$ cat src/rtl/avst_latency_fifo.sv
// avst_latency_fifo: show-ahead FIFO with an Avalon-ST sink that honours a
// configurable ready latency through credit accounting, and a latency-0 source.
// Optional packet sideband (sop/eop per entry plus a stored-packet count) is
// enabled by defining AVST_LATENCY_FIFO_PKT_EN.
module avst_latency_fifo #(
  parameter int unsigned DATA_W        = 32,
  parameter int unsigned DEPTH         = 16,
  parameter int unsigned READY_LATENCY = 3,
  parameter int unsigned ALMOST_FULL   = 12,
  parameter int unsigned ALMOST_EMPTY  = 2
) (
  input  logic                   clk_i,
  input  logic                   rst_i,
  input  logic [DATA_W-1:0]      snk_data_i,
  input  logic                   snk_valid_i,
  output logic                   snk_ready_o,
`ifdef AVST_LATENCY_FIFO_PKT_EN
  input  logic                   snk_sop_i,
  input  logic                   snk_eop_i,
  output logic                   src_sop_o,
  output logic                   src_eop_o,
  output logic [$clog2(DEPTH):0] pkt_cnt_o,
`endif
  output logic [DATA_W-1:0]      src_data_o,
  output logic                   src_valid_o,
  input  logic                   src_ready_i,
  output logic [$clog2(DEPTH):0] level_o,
  output logic                   almost_full_o,
  output logic                   almost_empty_o,
  output logic                   ovf_err_o
);

  localparam int unsigned AW = $clog2(DEPTH);
  localparam int unsigned PW = AW + 1;
  localparam int unsigned SW = PW + 4;
`ifdef AVST_LATENCY_FIFO_PKT_EN
  localparam int unsigned EW = DATA_W + 2;
`else
  localparam int unsigned EW = DATA_W;
`endif

  logic [PW-1:0] r_wr_ptr;
  logic [PW-1:0] r_rd_ptr;
  logic [PW-1:0] r_level;
  logic          r_snk_ready;
  logic          r_src_valid;
  logic          r_af;
  logic          r_ae;
  logic          r_ovf;
  logic [EW-1:0] r_mem [DEPTH];

  logic          w_grant;
  logic [SW-1:0] w_pend_next;
  logic          w_empty;
  logic          w_full;
  logic          w_pop;
  logic          w_push;
  logic          w_drop;
  logic [PW-1:0] w_level_next;
  logic [SW-1:0] w_credit;
  logic [EW-1:0] w_wr_entry;
  logic [EW-1:0] w_head;

  // Ready history: the grant for this cycle is the ready issued READY_LATENCY cycles ago.
  if (READY_LATENCY == 0) begin : g_rl0
    assign w_grant     = r_snk_ready;
    assign w_pend_next = '0;
  end else begin : g_rl
    logic [READY_LATENCY-1:0] r_rdy_hist;
    logic [READY_LATENCY-1:0] w_hist_next;

    if (READY_LATENCY == 1) begin : g_one
      assign w_hist_next = r_snk_ready;
    end else begin : g_many
      assign w_hist_next = {r_rdy_hist[READY_LATENCY-2:0], r_snk_ready};
    end

    assign w_grant = r_rdy_hist[READY_LATENCY-1];

    // Count readies still outstanding after this edge (credits the source may yet use).
    always_comb begin
      w_pend_next = '0;
      for (int i = 0; i < READY_LATENCY; i++) begin
        w_pend_next = w_pend_next + SW'(w_hist_next[i]);
      end
    end

    // Shift the issued ready into the history.
    always_ff @(posedge clk_i) begin
      if (rst_i) begin
        r_rdy_hist <= '0;
      end else begin
        r_rdy_hist <= w_hist_next;
      end
    end
  end

`ifdef AVST_LATENCY_FIFO_PKT_EN
  assign w_wr_entry = {snk_sop_i, snk_eop_i, snk_data_i};
`else
  assign w_wr_entry = snk_data_i;
`endif

  assign w_head  = r_mem[r_rd_ptr[AW-1:0]];
  assign w_empty = (r_wr_ptr == r_rd_ptr);
  assign w_full  = (r_wr_ptr[AW-1:0] == r_rd_ptr[AW-1:0]) &&
                   (r_wr_ptr[AW] != r_rd_ptr[AW]);
  assign w_pop   = ~w_empty & src_ready_i;
  // A full FIFO only takes a beat when the head leaves at the same edge.
  assign w_push  = snk_valid_i & w_grant & (~w_full | w_pop);
  assign w_drop  = snk_valid_i & ~w_push;

  assign w_level_next = r_level + PW'(w_push) - PW'(w_pop);
  // Pops are deliberately left out so a read frees credit one cycle later.
  assign w_credit     = SW'(r_level) + SW'(w_push) + w_pend_next;

  // Storage write; contents need no reset.
  always_ff @(posedge clk_i) begin
    if (w_push) begin
      r_mem[r_wr_ptr[AW-1:0]] <= w_wr_entry;
    end
  end

  // Pointers, occupancy, flags and sink ready.
  always_ff @(posedge clk_i) begin
    if (rst_i) begin
      r_wr_ptr    <= '0;
      r_rd_ptr    <= '0;
      r_level     <= '0;
      r_snk_ready <= 1'b0;
      r_src_valid <= 1'b0;
      r_af        <= 1'b0;
      r_ae        <= 1'b1;
      r_ovf       <= 1'b0;
    end else begin
      if (w_push) r_wr_ptr <= r_wr_ptr + PW'(1);
      if (w_pop)  r_rd_ptr <= r_rd_ptr + PW'(1);
      r_level     <= w_level_next;
      r_snk_ready <= (w_credit < SW'(DEPTH));
      r_src_valid <= (w_level_next != '0);
      r_af        <= (w_level_next >= PW'(ALMOST_FULL));
      r_ae        <= (w_level_next <= PW'(ALMOST_EMPTY));
      if (w_drop) r_ovf <= 1'b1;
    end
  end

`ifdef AVST_LATENCY_FIFO_PKT_EN
  logic [PW-1:0] r_pkt_cnt;

  // Stored packets: entries carrying eop.
  always_ff @(posedge clk_i) begin
    if (rst_i) begin
      r_pkt_cnt <= '0;
    end else begin
      r_pkt_cnt <= r_pkt_cnt + PW'(w_push & snk_eop_i) - PW'(w_pop & w_head[DATA_W]);
    end
  end

  assign src_sop_o = w_head[DATA_W+1];
  assign src_eop_o = w_head[DATA_W];
  assign pkt_cnt_o = r_pkt_cnt;
`endif

  assign snk_ready_o    = r_snk_ready;
  assign src_data_o     = w_head[DATA_W-1:0];
  assign src_valid_o    = r_src_valid;
  assign level_o        = r_level;
  assign almost_full_o  = r_af;
  assign almost_empty_o = r_ae;
  assign ovf_err_o      = r_ovf;

endmodule

$ cat config.mk
export PLATFORM = sky130hd
export DESIGN_NAME = avst_latency_fifo
export DESIGN_NICKNAME = d
export VERILOG_FILES = /design/src/rtl/avst_latency_fifo.sv
export SDC_FILE = /design/constraint.sdc
export NUM_CORES = 1
export LEC_CHECK = 0
export CAP_MARGIN = 20
export CORE_ASPECT_RATIO = 1.25
export CORE_UTILIZATION = 55
export DETAILED_ROUTE_END_ITERATION = 10
export GPL_TIMING_DRIVEN = 0
export PLACE_DENSITY = 0.73
export SLEW_MARGIN = 5
export SYNTH_ARGS = -nofsm -noshare
export SYNTH_HDL_FRONTEND = slang
export SYNTH_SLANG_ARGS = --single-unit
export TNS_END_PERCENT = 5
$ cat constraint.sdc
create_clock -name clk_i -period 3.85 [get_ports clk_i]
set_input_delay 0.77 -clock clk_i [delete_from_list [all_inputs] [get_ports clk_i]]
set_output_delay 0.77 -clock clk_i [all_outputs]
set_load 0.02 [all_outputs]
After elaboration in Yosys (flattened, before gate mapping)
Memories as Yosys holds them, arrays and structs flattened. A register that Yosys moved wholly into a read port is not among the register bits.
Index checks and enable logic that the tools add are counted.

storage, ports and cells
  input bits = 36
  output and inout bits = 42
  memory bits (writable) = 512
  word-level logic and storage cells = 38
  register bits = 23
  memories = 1

cells by class
  muxes and demuxes = 4
  equality and inequality tests = 3
  magnitude comparators = 3
  bitwise logic cells = 8
  reduce and logical (&&, ||, !) cells = 2
  add/sub/neg operators = 8

memories
  name   words  bits a word  rd ports  clocked after memory_dff  wr ports  line  text
  r_mem  16     32           1         1                         1         50    logic [EW-1:0] r_mem [DEPTH];

operator list
  operator                                                    count
  adder 5 x 1 -> 5 bit, second input constant                 2
  two-way mux 4 bit                                           2
  adder 6 x 3 -> 7 bit                                        1
  less-than comparator 7 x 5 -> 1 bit, second input constant  1
  adder 5 x 1 -> 6 bit                                        1
  adder 5 x 1 -> 5 bit                                        1
  == test 5 bit                                               1
  >= comparator 5 x 4 -> 1 bit, second input constant         1
  <= comparator 5 x 2 -> 1 bit, second input constant         1
  nonzero test 5 bit                                          1
  subtractor 5 x 1 -> 5 bit                                   1
  AND 1 bit                                                   4
  == test 4 bit                                               1
  adder 2 x 1 -> 3 bit                                        1
  inverter 1 bit                                              3
  adder 1 x 1 -> 2 bit                                        1
  two-way mux 1 bit                                           2
  logical AND 1 bit                                           1
  inequality test 1 bit                                       1
  OR 1 bit                                                    1

Depth between registers and ports, before layout
Gate-level depths: netlist (run 1).

  word-level depth = 8
  depth in mapped cells = 15
  mapped depth without buffers = 14

Worst setup path after synthesis (run 1)
Ideal clock, no wire load.

  path type = input -> register
  start = input port src_ready_i
  end = register r_af, in the netlist almost_full_o
  arrival time = 3.042 ns
  path buffers = 1
  library setup time = 0.123 ns
  stages on the path = 14
  slack = 0.685 ns
  required time = 3.727 ns
  cells stage by stage = nor2_1 a21oi_1 clkbuf_1 inv_1 ha_1 inv_1 ha_1 inv_1 fa_1 nor2b_1 o21ai_0 a2bb2oi_1 nor2_1 or2_2

between the ends
  longest elaborated chain between the ends = 6

RTL lines
  element                         line  text
  start: declaration              26    input logic src_ready_i,
  AND 1 bit *                     108   assign w_pop = ~w_empty & src_ready_i;
  OR 1 bit                        110   assign w_push = snk_valid_i & w_grant & (~w_full | w_pop);
  AND 1 bit                       110
  adder 5 x 1 -> 5 bit            113   assign w_level_next = r_level + PW'(w_push) - PW'(w_pop);
  subtractor 5 x 1 -> 5 bit *     113
  >= comparator 5 x 4 -> 1 bit *  141   r_af <= (w_level_next >= PW'(ALMOST_FULL));
  end signal: assignment          141
  end: declaration                47    logic r_af;

Every way passes the cells marked *; elsewhere a longest branch is shown, timed or not.
A chain may end at the register's enable or synchronous reset.

==> results by group, run 1 <==
Global routing
  – Vias in the first global route: 9918
  – Total track usage: 0.2323
  – Largest net degree at the start of global routing: 27
  – Initial antenna violation count: 2
  – Grt total ovfl: 0
  – First-pass GRT wire length: 63290 um

STA
  – Crit path time final: 3822 ps
  – Headroom to the max-slew limit: 0.4030
  – Pins Over Slew Limit: 0
  – Tcrit/Tclk final: 0.9926
  – Unrepaired setup endpoints after global routing: yes
  – Final setup viols: 0
  – Final worst slack: 28.32 ps
  – Final hold vios: 0
  – Worst Skew: 20.70 ps
  – Worst Tran Pin Value: 895.5 ps
  – Fmax: 261.7 MHz

Drt
  – Met3 WL: 2921 um
  – Met2 WL: 21560 um
  – WL/cell: 27.89 um
  – Post-detailed-routing wire length: 42750 um
  – Antenna Violating Nets Remaining: 0
  – Initial DRC count: 802
  – Drt first pass iters: 5
  – Drt via density: 6.212
  – Highest Signal Layer: met5
  – DRC viols: 0
  – Wire length on met1: 16970 um
  – Vias post-DR: 9523

Yosys
  – List of most frequent post-synthesis cells: 512 x edfxtp_1, 136 x mux4_2, 27 x dfxtp_1
  – Register area share after synthesis: 0.7670
  – Post-synth EDFFs: 512
  – Post-synth net total: 915
  – Cell variety after synth: 39
  – Async SR Flop Fraction: 0
  – Main synth FF type: edfxtp_1
  – Cell accounting for the most synthesized area: edfxtp_1
  – Synth warnings: 0
  – Synth top area cells: edfxtp_1 74%, mux4_2 15%, mux4_1 3.0%
  – Count leader, synth: edfxtp_1
  – Gate Count Post-Synth: 863
  – Avg Cell Area, Syn: 24.05 um2
  – Yosys reg bits: 539
  – Mapped Area: 0.02075 mm2
  – Share of the synthesized area in the top cell type: 0.7409

Clocking
  – Max Buffers Root-to-Sink: 3
  – Clk Latency, worst-skew pair: 580 ps
  – Clk sinks: 539
  – Clock slew seen by the registers of the worst setup and hold paths: 60 ps
  – CTS Buf Count: 48
  – Root Driver: clkbuf_16
  – CTS tree: built
  – H-Tree Depth: 2
  – Post-CTS Hold Fix Bufs: 0

Floorplanning
  – Num rows: 79
  – Core area: 0.03717 mm2
  – Die Ht: 219.2 um
  – IO Count: 78
  – Die area: 0.03852 mm2
  – Initial core utilization: 0.5583
  – DIE WIDTH: 175.7 um

Final layout
  – Nets: 1059
  – Post-layout util: 0.6510
  – Antenna diodes: 0
  – Area grow syn2layout: 16.60%
  – Finished Layout Cells: 1533
  – Layout cell share with drive strength beyond 1: 0.2655
  – Fin area: 0.02420 mm2

Pwr
  – Pwr dens: 507.9 mW/mm2
  – Pleak: 7.648 nW
  – Power after layout: 12.29 mW
  – Worst IR Drop VDD: 0.3942 mV

Hold path
  – Hold crit path type: register to register

Worst setup path
  – CP startpoint kind: register
  – CP arrival: 3050 ps
  – Worst Setup End Kind: primary output
  – CP max FO: 10
  – CP required: 3080 ps
  – Path type of the worst setup path: register to primary output

Place
  – Gpl congestion: 0.7017
  – Pre-CTS setup slack: -321.2 ps
  – Port Buffer Count: 76
  – Dpl cell area: 0.02247 mm2
  – Post-DP HPWL: 24550 um
  – Placed Instances: 1441

Outcome
  – Run status: completed

Job
  – Max_cap viols: 0
-- cells by family after synthesis --
group,synth area share
flip-flops,0.7670
multiplexers,0.1790
AND/OR/NAND/NOR,0.01544
buffers and inverters,0.01477
AO/OA/AOI/OAI,0.007176
adder cells (fa/ha/maj),0.01037
XOR/XNOR,0.006331
-- metal layers --
metal / vias to the layer above / GRT usage
li1: 3991 / -
met2: 414 / 0.3908
met3: 95 / 0.03812
met1: 5019 / 0.3108
met4: 4 / 0.08058
met5: - / 0
-- worst max-delay path, stage by stage, from the launching register on --
cell,delay (ps)
dfxtp_1,320
clkbuf_2,300
buf_2,370
mux4_2,380
mux4_2,540
clkdlybuf4s50_1,570
-- worst paths after layout --
kind | startpoint | end | slack [ps] | cells after the start
setup / recovery | register | src_data_o[4] | 30 | 5
hold / removal | g_rl.r_rdy_hist[1]$_SDFF_PP0_ | g_rl.r_rdy_hist[2]$_SDFF_PP0_ | 490 | 1
setup reg to reg | r_rd_ptr[4]$_SDFFE_PP0N_ | almost_full_o$_SDFF_PP0_ | 420 | 15
hold reg to reg | g_rl.r_rdy_hist[1]$_SDFF_PP0_ | g_rl.r_rdy_hist[2]$_SDFF_PP0_ | 490 | 1
-- cells in the final DEF, fill, tap and decap left out, types with 14 or more instances in the layout --
master	instances
and3_2	15
mux4_2	136
ha_1	14
clkbuf_16	52
edfxtp_1	512
dfxtp_1	27
clkdlybuf4s50_1	62
buf_2	14
nor2_1	18
buf_12	16
mux4_1	24
clkinv_1	14
-- timing repair --
action	CTS	global route
buffers inserted	0	2
gates resized for setup	17	11
endpoints found under the setup margin	32	16
pin swaps	0	1
-- metrics by stage --
stage                     setup TNS (ps)  hold WS [ps]
final                                  0         485.4
after global routing              -198.1         500.6
after CTS                              0         487.7
after detailed placement          -514.2         476.2
after global placement           -241800         468.7
after floorplan                        0         444.7
-- power by group --
part / total, mW / switching, mW / internal, mW / leakage [nW]
clock: 5.02 / 2.07 / 2.96 / 0.813
sequential: 6.49 / 0.0344 / 6.46 / 4.82
combinational: 0.772 / 0.394 / 0.378 / 2.01
total: 12.3 / 2.50 / 9.79 / 7.65
-- sequential cells by signal, indices dropped and copies added, names as in the netlist, named ones only --
name / count
src_valid_o: 1
almost_full_o: 1
g_rl.r_rdy_hist: 3
snk_ready_o: 1
almost_empty_o: 1
r_mem: 512
ovf_err_o: 1
level_o: 5
r_rd_ptr: 5
r_wr_ptr: 5
-- layout make-up --
cell class | instances | area, um2
sequential | 539 | 15920
buffer | 40 | 287.8
inverter | 10 | 37.54
clock inverter | 31 | 331.6
fill | 2394 | 12970
multi-input combinational | 274 | 4563
timing repair buffer | 94 | 1105
clock buffer | 59 | 1348
tap | 486 | 608.1
Note: power is estimated with default switching activity, not from simulation.
==> run 2, diff against run 1 <==
==> constraint.sdc (replaced) <==
create_clock -name clk_i -period 4.81 [get_ports clk_i]
set_input_delay 0.962 -clock clk_i [delete_from_list [all_inputs] [get_ports clk_i]]
set_output_delay 0.962 -clock clk_i [all_outputs]
set_load 0.02 [all_outputs]
==> results by group, run 2 (synthesis results as in run 1) <==
Outcome
  – Run status: completed (unchanged)

Place
  – Port Buffer Count: 76 (unchanged)
  – Gpl congestion: 0.7017 (unchanged)
  – Pre-CTS setup slack: 446.8 ps (was -321.2 ps)
  – Post-DP HPWL: 24550 um (unchanged)

Pwr
  – Pwr dens: 407.3 mW/mm2 (was 507.9 mW/mm2)
  – Pleak: 7.535 nW (was 7.648 nW)
  – Worst IR Drop VDD: 0.3012 mV (was 0.3942 mV)

Worst setup path
  – CP max FO: 10 (unchanged)
  – Worst Setup End Kind: primary output (unchanged)
  – CP required: 3850 ps (was 3080 ps)
  – CP startpoint kind: register (unchanged)
  – Worst path slowest cell: clkbuf_1 (was clkdlybuf4s50_1)
  – Critical path buffer and inverter count: 3 (unchanged)
  – CP arrival: 3600 ps (was 3050 ps)
  – Crit path largest cell delay: 660 ps (was 570 ps)
  – Path type of the worst setup path: register to primary output (unchanged)
  – Crit-path leading delay family: buffers and inverters (unchanged)
  – CP Cell Sequence: clkbuf_1 -> clkbuf_1 -> mux4_2 -> mux4_2 -> clkdlybuf4s50_1 (was clkbuf_2 -> buf_2 -> mux4_2 -> mux4_2 -> clkdlybuf4s50_1)

Global routing
  – First-pass GRT wire length: 63290 um (about the same)
  – Largest net degree at the start of global routing: 27 (unchanged)
  – Total track usage: 0.2323 (unchanged)
  – Initial antenna violation count: 2 (unchanged)
  – Vias in the first global route: 9920 (was 9918)
  – Grt total ovfl: 0 (unchanged)

STA
  – Final setup viols: 0 (unchanged)
  – Final worst slack: 251.6 ps (was 28.32 ps)
  – Headroom to the max-slew limit: 0.4045 (was 0.4030)
  – Pins Over Slew Limit: 0 (unchanged)
  – Tcrit/Tclk final: 0.9477
  – Unrepaired setup endpoints after global routing: no (was yes)
  – Final hold vios: 0 (unchanged)
  – Setup_tns: 0 ps (unchanged)
  – Worst Tran Pin Value: 893.2 ps (was 895.5 ps)
  – Worst Skew: 21.60 ps (was 20.70 ps)
  – Fmax: 219.4 MHz
  – Crit path time final: 4558 ps

Hold path
  – Hold crit path type: register to register (unchanged)

Drt
  – Vias post-DR: 9567 (was 9523)
  – Met3 WL: 2944 um (was 2921 um)
  – Drt via density: 6.249 (was 6.212)
  – Met2 WL: 21620 um (was 21560 um)
  – Highest Signal Layer: met5 (unchanged)
  – Wire length on met1: 16910 um (was 16970 um)
  – Drt first pass iters: 7 (was 5)
  – Post-detailed-routing wire length: 42760 um (was 42750 um)
  – DRC viols: 0 (unchanged)
  – Antenna Violating Nets Remaining: 0 (unchanged)
  – Initial DRC count: 750 (was 802)
  – WL/cell: 27.93 um (was 27.89 um)

Final layout
  – Layout cell share with drive strength beyond 1: 0.2555 (was 0.2655)
  – Area grow syn2layout: 16.38% (was 16.60%)
  – Nets: 1057 (was 1059)
  – Largest register FFs: 512 (unchanged)
  – Antenna diodes: 0 (unchanged)
  – Most common cell after layout, fill and taps aside: edfxtp_1 (unchanged)
  – Most frequent cells in the layout: 512 x edfxtp_1, 136 x mux4_2, 76 x clkdlybuf4s50_1, 52 x clkbuf_16, 27 x dfxtp_1 (was 512 x edfxtp_1, 136 x mux4_2, 62 x clkdlybuf4s50_1, 52 x clkbuf_16, 27 x dfxtp_1)

Clocking
  – Clock slew seen by the registers of the worst setup and hold paths: 70 ps (was 60 ps)
  – Max Buffers Root-to-Sink: 3 (unchanged)
  – Postcts setup bufs: 0 (unchanged)
  – Clk sinks: 539 (unchanged)
  – Post_cts resized: 0 (was 17)
  – Clk Latency, worst-skew pair: 580 ps (about the same)
  – CTS Buf Count: 48 (unchanged)
  – Root Driver: clkbuf_16 (unchanged)
  – H-Tree Depth: 2 (unchanged)
  – Post-CTS Hold Fix Bufs: 0 (unchanged)
  – CTS tree: built (unchanged)

Floorplanning
  – Initial core utilization: 0.5583 (unchanged)
  – Core area: 0.03717 mm2 (unchanged)
  – IO Count: 78 (unchanged)
  – Num rows: 79 (unchanged)
  – DIE WIDTH: 175.7 um (unchanged)
  – Die Ht: 219.2 um (unchanged)
  – Die area: 0.03852 mm2 (unchanged)

Job
  – Max_cap viols: 0 (unchanged)
==> run 2: routing by layer <==
layer  track usage  vias up
met2        0.3906      402
li1              -     3984
met1        0.3105     5086
met5             0        -
met4       0.08058        4
met3       0.03863       91
==> run 2: stage by stage <==
stage	power [mW]	instance area (um2)	hold WS, ps	std cells	utilization
2_1_floorplan	5.670	20750	444.7	863	-
6_report	9.836	24150	485.3	1531	0.6498
4_1_cts	9.884	24150	487.7	1531	0.6498
3_3_place_gp	5.903	22120	468.7	1425	0.5952
3_5_place_dp	5.916	22470	476.2	1441	0.6046
5_1_grt	10.09	24150	500.6	1531	0.6498
==> run 2: layout make-up <==
| class | count | area (um2) |
|---|---|---|
| flip-flops and latches | 539 | 15920 |
| fillers | 2402 | 13020 |
| repair buffers | 92 | 1081 |
| well taps | 486 | 608.1 |
| multi-input cells | 274 | 4559 |
| plain buffers | 40 | 269.0 |
| clock inverters | 31 | 331.6 |
| inverters | 10 | 37.54 |
| clock buffers | 59 | 1348 |
==> run 2: where the power goes <==
part / leakage, nW / internal (mW) / total (mW) / switching (mW)
registers: 4.82 / 5.17 / 5.20 / 0.0274
clock network: 0.813 / 2.37 / 4.02 / 1.66
logic: 1.90 / 0.303 / 0.617 / 0.314
==> run 2: path summary, 6_finish.rpt <==
| check | depth (start not counted) | startpoint | slack (ps) | to |
|---|---|---|---|---|
| min | 1 | g_rl.r_rdy_hist[1]$_SDFF_PP0_ | 490 | g_rl.r_rdy_hist[2]$_SDFF_PP0_ |
| max | 5 | register | 250 | src_data_o[30] |
| min reg2reg | 1 | g_rl.r_rdy_hist[1]$_SDFF_PP0_ | 490 | g_rl.r_rdy_hist[2]$_SDFF_PP0_ |
| max reg2reg | 15 | r_rd_ptr[4]$_SDFFE_PP0N_ | 1160 | almost_full_o$_SDFF_PP0_ |
